--- src/rtl/cam_precip_filter_pkg.sv ---
// Shared types, hash/LFSR constants and colour helpers for the precipitation overlay filter.
package cam_precip_filter_pkg;

    typedef enum logic [1:0] {
        MODE_BYPASS = 2'd0,
        MODE_RAIN   = 2'd1,
        MODE_SNOW   = 2'd2,
        MODE_STORM  = 2'd3
    } precip_mode_e;

    localparam int unsigned HashMulX     = 73;
    localparam int unsigned HashMulY     = 97;
    localparam int unsigned SplashMulX   = 127;
    localparam int unsigned SplashMulT   = 31;
    localparam int unsigned SplashThresh = 50;

    // x^16 + x^14 + x^13 + x^11 + 1 -> register bits 15, 13, 12, 10
    localparam logic [15:0] LfsrSeed = 16'hACE1;
    localparam logic [15:0] LfsrTaps = 16'hB400;

    localparam logic [3:0] RainDropR = 4'hC;
    localparam logic [3:0] RainDropG = 4'hD;
    localparam logic [3:0] RainDropB = 4'hF;
    localparam logic [3:0] SnowDrop  = 4'hF;
    localparam logic [3:0] TrailAddR = 4'h4;
    localparam logic [3:0] TrailAddG = 4'h5;
    localparam logic [3:0] TrailAddB = 4'h7;
    localparam logic [3:0] SplashR   = 4'h8;
    localparam logic [3:0] SplashG   = 4'hA;
    localparam logic [3:0] SplashB   = 4'hE;

    function automatic logic [15:0] lfsr_next(input logic [15:0] l);
        return {l[14:0], ^(l & LfsrTaps)};
    endfunction

    function automatic logic [15:0] sat_add(input logic [15:0] a, input logic [15:0] b,
                                            input logic [15:0] max_v);
        logic [16:0] s;
        s = {1'b0, a} + {1'b0, b};
        return (s > {1'b0, max_v}) ? max_v : s[15:0];
    endfunction

endpackage

--- src/rtl/cam_precip_filter_frame_ctrl.sv ---
// Frame-rate state: v_sync edge, animation timer with speed divider, LFSR, latched mode
// and the lightning flash counter.
module cam_precip_filter_frame_ctrl
    import cam_precip_filter_pkg::*;
#(
    parameter int unsigned SPEED_DIV    = 3,
    parameter int unsigned FLASH_FRAMES = 2
) (
    input  logic         clk_i,
    input  logic         rst_ni,
    input  logic         v_sync_i,
    input  precip_mode_e mode_i,
    output precip_mode_e mode_q_o,
    output logic [9:0]   timer_o,
    output logic         flash_active_o
);

    localparam int unsigned SpdW   = (SPEED_DIV > 1) ? $clog2(SPEED_DIV) : 1;
    localparam int unsigned FlashW = (FLASH_FRAMES > 0) ? $clog2(FLASH_FRAMES + 1) : 1;

    logic              v_sync_q;
    logic              fe;
    logic [SpdW-1:0]   spd_q, spd_d;
    logic [9:0]        timer_q, timer_d;
    logic [15:0]       lfsr_q, lfsr_d;
    precip_mode_e      mode_q, mode_d;
    logic [FlashW-1:0] flash_q, flash_d;

    assign fe = v_sync_i & ~v_sync_q;

    always_comb begin
        spd_d   = spd_q;
        timer_d = timer_q;
        lfsr_d  = lfsr_q;
        mode_d  = mode_q;
        flash_d = flash_q;
        if (fe) begin
            mode_d = mode_i;
            lfsr_d = lfsr_next(lfsr_q);
            if (spd_q == SpdW'(SPEED_DIV - 1)) begin
                spd_d   = '0;
                timer_d = timer_q + 10'd1;
            end else begin
                spd_d = spd_q + SpdW'(1);
            end
            // Flash triggers only once storm was already latched for the ending frame.
            if (mode_i != MODE_STORM) begin
                flash_d = '0;
            end else if (mode_q == MODE_STORM && flash_q == '0 && lfsr_q[5:0] == 6'd0) begin
                flash_d = FlashW'(FLASH_FRAMES);
            end else if (flash_q != '0) begin
                flash_d = flash_q - FlashW'(1);
            end
        end
    end

    always_ff @(posedge clk_i or negedge rst_ni) begin
        if (!rst_ni) begin
            v_sync_q <= 1'b0;
            spd_q    <= '0;
            timer_q  <= '0;
            lfsr_q   <= LfsrSeed;
            mode_q   <= MODE_BYPASS;
            flash_q  <= '0;
        end else begin
            v_sync_q <= v_sync_i;
            spd_q    <= spd_d;
            timer_q  <= timer_d;
            lfsr_q   <= lfsr_d;
            mode_q   <= mode_d;
            flash_q  <= flash_d;
        end
    end

    assign mode_q_o       = mode_q;
    assign timer_o        = timer_q;
    assign flash_active_o = (flash_q != '0);

endmodule

--- src/rtl/cam_precip_filter.sv ---
// Precipitation overlay between frame-buffer read and VGA mux: stage 1 registers the pixel
// and hash hits, stage 2 registers the composited colour.
module cam_precip_filter
    import cam_precip_filter_pkg::*;
#(
    parameter int unsigned COLOR_W      = 4,
    parameter int unsigned X_W          = 10,
    parameter int unsigned Y_W          = 10,
    parameter int unsigned SPEED_DIV    = 3,
    parameter int unsigned TRAIL_LEN    = 4,
    parameter int unsigned DENSITY_W    = 11,
    parameter int unsigned SPLASH_ROWS  = 10,
    parameter int unsigned V_RES        = 480,
    parameter int unsigned FLASH_FRAMES = 2
) (
    input  logic               clk,
    input  logic               reset_n,
    input  logic               v_sync,
    input  logic               DE,
    input  logic [X_W-1:0]     x,
    input  logic [Y_W-1:0]     y,
    input  logic [1:0]         mode,
    input  logic [COLOR_W-1:0] cam_r,
    input  logic [COLOR_W-1:0] cam_g,
    input  logic [COLOR_W-1:0] cam_b,
    output logic               out_de,
    output logic [COLOR_W-1:0] out_r,
    output logic [COLOR_W-1:0] out_g,
    output logic [COLOR_W-1:0] out_b,
    output logic               flash_active
);

    localparam logic [15:0]        DensMask = 16'((32'd1 << DENSITY_W) - 32'd1);
    localparam logic [COLOR_W-1:0] ColorMax = '1;
    localparam logic [COLOR_W-1:0] HalfMax  = ColorMax >> 1;

    function automatic logic hash_hit(input logic [15:0] xo, input logic [15:0] yo);
        logic [15:0] h;
        h = (xo * 16'(HashMulX) + yo * 16'(HashMulY)) ^ {4'b0, xo[3:0], 8'b0};
        return (h & DensMask) == 16'd0;
    endfunction

    // 4-bit palette entry widened with its MSB replicated into the new LSBs.
    function automatic logic [COLOR_W-1:0] scale4(input logic [3:0] c);
        logic [COLOR_W-1:0] r;
        r = {COLOR_W{c[3]}};
        r[COLOR_W-1 -: 4] = c;
        return r;
    endfunction

    function automatic logic [COLOR_W-1:0] sat(input logic [COLOR_W-1:0] a,
                                               input logic [COLOR_W-1:0] b);
        return COLOR_W'(sat_add(16'(a), 16'(b), 16'(ColorMax)));
    endfunction

    function automatic logic [COLOR_W-1:0] dec_floor(input logic [COLOR_W-1:0] c);
        return (c == '0) ? '0 : c - COLOR_W'(1);
    endfunction

    precip_mode_e mode_q;
    logic [9:0]   timer;

    cam_precip_filter_frame_ctrl #(
        .SPEED_DIV   (SPEED_DIV),
        .FLASH_FRAMES(FLASH_FRAMES)
    ) u_ctrl (
        .clk_i         (clk),
        .rst_ni        (reset_n),
        .v_sync_i      (v_sync),
        .mode_i        (precip_mode_e'(mode)),
        .mode_q_o      (mode_q),
        .timer_o       (timer),
        .flash_active_o(flash_active)
    );

    logic [15:0] xd, yd, t16, rain_yo;
    logic [8:0]  splash_mix;
    logic        drop_d, trail_d, splash_d, rain_like;

    always_comb begin
        xd         = 16'(x) >> 1;
        yd         = 16'(y) >> 1;
        t16        = 16'(timer);
        rain_yo    = yd + (t16 << 2);
        rain_like  = (mode_q == MODE_RAIN) || (mode_q == MODE_STORM);
        splash_mix = (9'(x) * 9'(SplashMulX)) ^ (9'(timer) * 9'(SplashMulT));
        drop_d     = 1'b0;
        trail_d    = 1'b0;
        splash_d   = 1'b0;
        if (rain_like) begin
            drop_d = hash_hit(xd, rain_yo);
            for (int unsigned k = 1; k <= TRAIL_LEN; k++) begin
                trail_d = trail_d | hash_hit(xd, rain_yo - 16'(k));
            end
            splash_d = (32'(y) >= (V_RES - SPLASH_ROWS)) && (32'(y) < V_RES) &&
                       (splash_mix < 9'(SplashThresh));
        end else if (mode_q == MODE_SNOW) begin
            drop_d = hash_hit(xd + 16'(timer[4]), yd + t16);
        end
    end

    logic               s1_de_q, s1_flash_q, s1_drop_q, s1_trail_q, s1_splash_q;
    logic [COLOR_W-1:0] s1_r_q, s1_g_q, s1_b_q;
    precip_mode_e       s1_mode_q;

    always_ff @(posedge clk or negedge reset_n) begin
        if (!reset_n) begin
            s1_de_q     <= 1'b0;
            s1_r_q      <= '0;
            s1_g_q      <= '0;
            s1_b_q      <= '0;
            s1_mode_q   <= MODE_BYPASS;
            s1_flash_q  <= 1'b0;
            s1_drop_q   <= 1'b0;
            s1_trail_q  <= 1'b0;
            s1_splash_q <= 1'b0;
        end else begin
            s1_de_q     <= DE;
            s1_r_q      <= cam_r;
            s1_g_q      <= cam_g;
            s1_b_q      <= cam_b;
            s1_mode_q   <= mode_q;
            s1_flash_q  <= flash_active;
            s1_drop_q   <= drop_d;
            s1_trail_q  <= trail_d;
            s1_splash_q <= splash_d;
        end
    end

    logic [COLOR_W-1:0] r_d, g_d, b_d;
    logic               is_snow;

    always_comb begin
        r_d     = '0;
        g_d     = '0;
        b_d     = '0;
        is_snow = (s1_mode_q == MODE_SNOW);
        if (s1_de_q) begin
            if (s1_mode_q == MODE_BYPASS) begin
                r_d = s1_r_q;
                g_d = s1_g_q;
                b_d = s1_b_q;
            end else if (s1_flash_q) begin
                r_d = sat(s1_r_q, HalfMax);
                g_d = sat(s1_g_q, HalfMax);
                b_d = sat(s1_b_q, HalfMax);
            end else if (s1_drop_q) begin
                r_d = is_snow ? scale4(SnowDrop) : scale4(RainDropR);
                g_d = is_snow ? scale4(SnowDrop) : scale4(RainDropG);
                b_d = is_snow ? scale4(SnowDrop) : scale4(RainDropB);
            end else if (s1_trail_q) begin
                r_d = sat(s1_r_q >> 1, scale4(TrailAddR));
                g_d = sat(s1_g_q >> 1, scale4(TrailAddG));
                b_d = sat(s1_b_q >> 1, scale4(TrailAddB));
            end else if (s1_splash_q) begin
                r_d = scale4(SplashR);
                g_d = scale4(SplashG);
                b_d = scale4(SplashB);
            end else if (is_snow) begin
                r_d = s1_r_q;
                g_d = s1_g_q;
                b_d = s1_b_q;
            end else begin
                // Rain darkens red/green slightly to give a cool cast.
                r_d = dec_floor(s1_r_q);
                g_d = dec_floor(s1_g_q);
                b_d = s1_b_q;
            end
        end
    end

    logic               out_de_q;
    logic [COLOR_W-1:0] out_r_q, out_g_q, out_b_q;

    always_ff @(posedge clk or negedge reset_n) begin
        if (!reset_n) begin
            out_de_q <= 1'b0;
            out_r_q  <= '0;
            out_g_q  <= '0;
            out_b_q  <= '0;
        end else begin
            out_de_q <= s1_de_q;
            out_r_q  <= r_d;
            out_g_q  <= g_d;
            out_b_q  <= b_d;
        end
    end

    assign out_de = out_de_q;
    assign out_r  = out_r_q;
    assign out_g  = out_g_q;
    assign out_b  = out_b_q;

endmodule

--- config.mk ---
export PLATFORM = sky130hd
export DESIGN_NAME = cam_precip_filter
export DESIGN_NICKNAME = d
export VERILOG_FILES = /design/src/rtl/cam_precip_filter_pkg.sv /design/src/rtl/cam_precip_filter_frame_ctrl.sv /design/src/rtl/cam_precip_filter.sv
export SDC_FILE = /design/constraint.sdc
export NUM_CORES = 1
export LEC_CHECK = 0
export ABC_AREA = 1
export CORE_ASPECT_RATIO = 0.8
export CORE_UTILIZATION = 35
export CTS_BUF_LIST = sky130_fd_sc_hd__clkbuf_16
export DETAILED_ROUTE_END_ITERATION = 6
export PLACE_DENSITY = 0.47
export SKIP_CTS_REPAIR_TIMING = 1
export SLEW_MARGIN = 10
export SYNTH_ARGS = -nofsm -noshare
export SYNTH_HDL_FRONTEND = slang
export SYNTH_SLANG_ARGS = --single-unit
--- constraint.sdc ---
create_clock -name clk -period 6.61 [get_ports clk]
set_clock_uncertainty 0.15 [all_clocks]
set_input_delay 1.322 -clock clk [delete_from_list [all_inputs] [get_ports clk]]
set_output_delay 1.322 -clock clk [all_outputs]
set_load 0.005 [all_outputs]
==> metrics.csv <==
metric,value,unit
worst setup slack for register-to-register paths,0.77,ns
Buffers on Ports,50,
worst-skew pair later-pin latency,0.33,ns
number of nets in the layout,2294,
total overflow reported by the global router,0,
proportion of synthesized area in mux cells,0,%
wire length after detailed routing,34.7,mm
Reg2Reg Launch Point,u_ctrl.timer_o[1],
# IOs,52,
Clock Sinks,65,
most used flip-flop cell after synthesis,dfrtp_1,
antenna violation net count after detailed routing,0,
end of the worst hold path,u_ctrl.lfsr_q[7],
pin count of the biggest net entering global routing,66,
worst-path fanout max,5,
DPL Wire Length,29.3,mm
per-cell via count in the routed design,4.68,
count of cells along the worst register-to-register path,27,
Iteration-0 DRC Markers,617,
library cells used by synthesis,45,
weighted congestion reported at the end of routability-driven placement,0.907,
Ys Warns,0,
post-synthesis compound-gate area fraction,7.47,%
worst endpoint data arrival time,6.41,ns
post-synthesis net count,2043,
count of flip-flops with a built-in enable after synthesis,0,
Post-Synthesis Cell Area,12800,um2
maximum clock frequency,158,MHz
Synth Area in Simple Gates,20.3,%
number of register bits inferred by synthesis,65,
via count,11152,
Final Hold Vio Count,0,
most used cells in the layout excluding fill and tap cells,"332 x nand2_1, 309 x inv_1, 258 x ha_1, 197 x buf_4, 107 x nand3_1",
final routed wire length divided by cell count,14.5,um
max-capacitance violation count,0,
data required time at the worst endpoint,6.67,ns
capturing point of the worst reg2reg path,s1_drop_q,
die extent in y,173,um
post-route non-filler standard cell count,2385,
Clk Tree Root Cell,clkbuf_16,
Min-Delay Startpoint,u_ctrl.lfsr_q[7],
initial antenna violation count,0,
global routing usage summed across all routing layers,19.0,%
number of setup violations in the final report,0,
Placement Rows,62,
clock tree from TritonCTS,built,
Tightest Pin Transition,1.01,ns
Rel. slew slack,32.1,%
maximum number of buffers from clock root to sink,2,
Initial Utilization,35.5,%
area added between synthesis and finish,25.4,%
CTS H-tree lvls,3,
ratio of final minimum period to clock period,96.0,%
failing checks,DRC,
die area,37200,um2
startpoint types,input port,
count of placed standard cells including taps,2365,
DR DRC count,2,
post-route minimum period,6.35,ns
type of the worst setup path,input port to register,
"leading cell type in the layout, fill and taps excluded",nand2_1,
total CTS buffers,9,
share of the yosys chip area belonging to registers,12.8,%
status,"complete, but fails checks",
Detailed Routing Iterations Pass 1,7,
endpoint class of the critical path,register,
first-pass GRT wire length,56.5,mm
"CTS clk-pin slew, worst paths",0.06,ns
diode count,0,
share of async-settable or async-resettable flops after synthesis,100,%
combinational family with the most area after synthesis,adder cells,
Synth Area in Adders,39.6,%
Cells after Synth,1649,
number of global-route vias before repair,10923,
xor/xnor share of the synthesized area,10.0,%
Max Slew Vio Count,0,
horizontal die dimension,215,um
Core ar.,35900,um2
"Avg Cell Area, Syn",7.73,um2
path class of the lowest-slack min-delay path,register to register,
worst hold stages,2,
fraction of layout cells with a size suffix above 1,16.2,%
-- layer usage --
layer | routed length (um) | track usage (%)
met2 | 14500 | 29.0
met1 | 18900 | 29.9
met3 | 1000 | 1.28
met5 | 0 | 0
met4 | 242 | 2.13
-- state kept, by name, indices dropped and copies added (netlist names), 4 cells and up --
signal	count
out_g	4
out_b	4
u_ctrl.lfsr_q	16
s1_b_q	4
out_r	4
s1_g_q	4
s1_r_q	4
u_ctrl.timer_o	10
-- stage by stage --
| stage | setup TNS (ns) | hold slack (ns) | setup WS [ns] | util (%) | area, um2 |
|---|---|---|---|---|---|
| 2_1_floorplan | 0 | 0.244 | 0.322 | - | 12800 |
| 3_3_place_gp | -1.43 | 0.306 | -0.742 | 42.6 | 15300 |
| 3_5_place_dp | -1.54 | 0.310 | -0.832 | 42.6 | 15300 |
| 4_1_cts | -0.795 | 0.318 | -0.433 | 43.4 | 15600 |
| 5_1_grt | -0.0795 | 0.340 | -0.0458 | 44.5 | 16000 |
| 6_report | 0 | 0.317 | 0.263 | 44.5 | 16000 |
-- logic make-up (layout without fill, tap and decap cells) --
logic type      Yosys count  after routing
compound gates          166            166
xor+xnor                144            144
fa+ha+maj               356            356
buf+inv                 327            583
flops                    65             65
simple gates            591            591
-- worst max-delay path by stage --
stage | slack, ns | start | to | cells after the start
5_1_grt | -0.05 | y[3] | s1_trail_q | 30
4_1_cts | -0.43 | x[3] | s1_trail_q | 28
3_3_place_gp | -0.74 | x[3] | s1_trail_q | 28
6_report | 0.26 | x[4] | s1_trail_q | 27
2_1_floorplan | 0.32 | y[2] | s1_drop_q | 26
3_5_place_dp | -0.83 | x[3] | s1_trail_q | 28
-- area by class of cell --
| type | count | area (um2) |
|---|---|---|
| Clock inverter | 7 | 78.8 |
| Inverter | 316 | 1190 |
| Sequential cell | 65 | 1640 |
| Clock buffer | 9 | 225 |
| Multi-Input combinational cell | 1257 | 10200 |
| Timing Repair Buffer | 251 | 2040 |
| Fill cell | 3579 | 19900 |
| Tap cell | 480 | 601 |
-- critical path, cell delays in order --
cell and delay [ns]:
clkdlybuf4s50_1 0.49, ha_1 0.20, ha_4 0.21, ha_1 0.27
ha_1 0.34, nand2_1 0.08, nand2_1 0.10, nor2_4 0.16
xor2_4 0.29, buf_4 0.16, ha_1 0.23, fa_1 0.48
inv_1 0.05, fa_1 0.54, inv_1 0.05, ha_1 0.30
buf_4 0.16, nand2_1 0.05, nor2_1 0.04, a211oi_1 0.23
nand3_1 0.11, nand4_1 0.10, nor2_1 0.05, nand3_1 0.12
nand2_2 0.11, nor2_2 0.10, nor2_1 0.05
-- Yosys cell counts, types with 4 or more instances --
master / n / area share (%)
nand2_2: 6 / 0.29
a21oi_1: 69 / 2.7
xor2_1: 73 / 5.0
a31oi_1: 6 / 0.29
nor4_1: 4 / 0.20
a221oi_1: 4 / 0.27
nor2_1: 67 / 2.0
xnor2_1: 70 / 4.8
nand2_1: 339 / 10
dfrtp_1: 57 / 11
a21o_1: 4 / 0.24
nor3_1: 13 / 0.51
clkbuf_1: 6 / 0.18
a211oi_1: 10 / 0.59
ha_1: 276 / 27
nand4_1: 21 / 1.0
nand3_1: 108 / 4.2
fa_1: 80 / 13
o211ai_1: 9 / 0.53
nand3b_1: 10 / 0.59
dfstp_2: 8 / 1.6
or2_2: 10 / 0.49
inv_2: 5 / 0.15
inv_1: 311 / 9.2
o21ai_0: 51 / 2.0
Power is not shown: default switching activity piles up to over one toggle a cycle in this logic, so the estimate is an artifact.
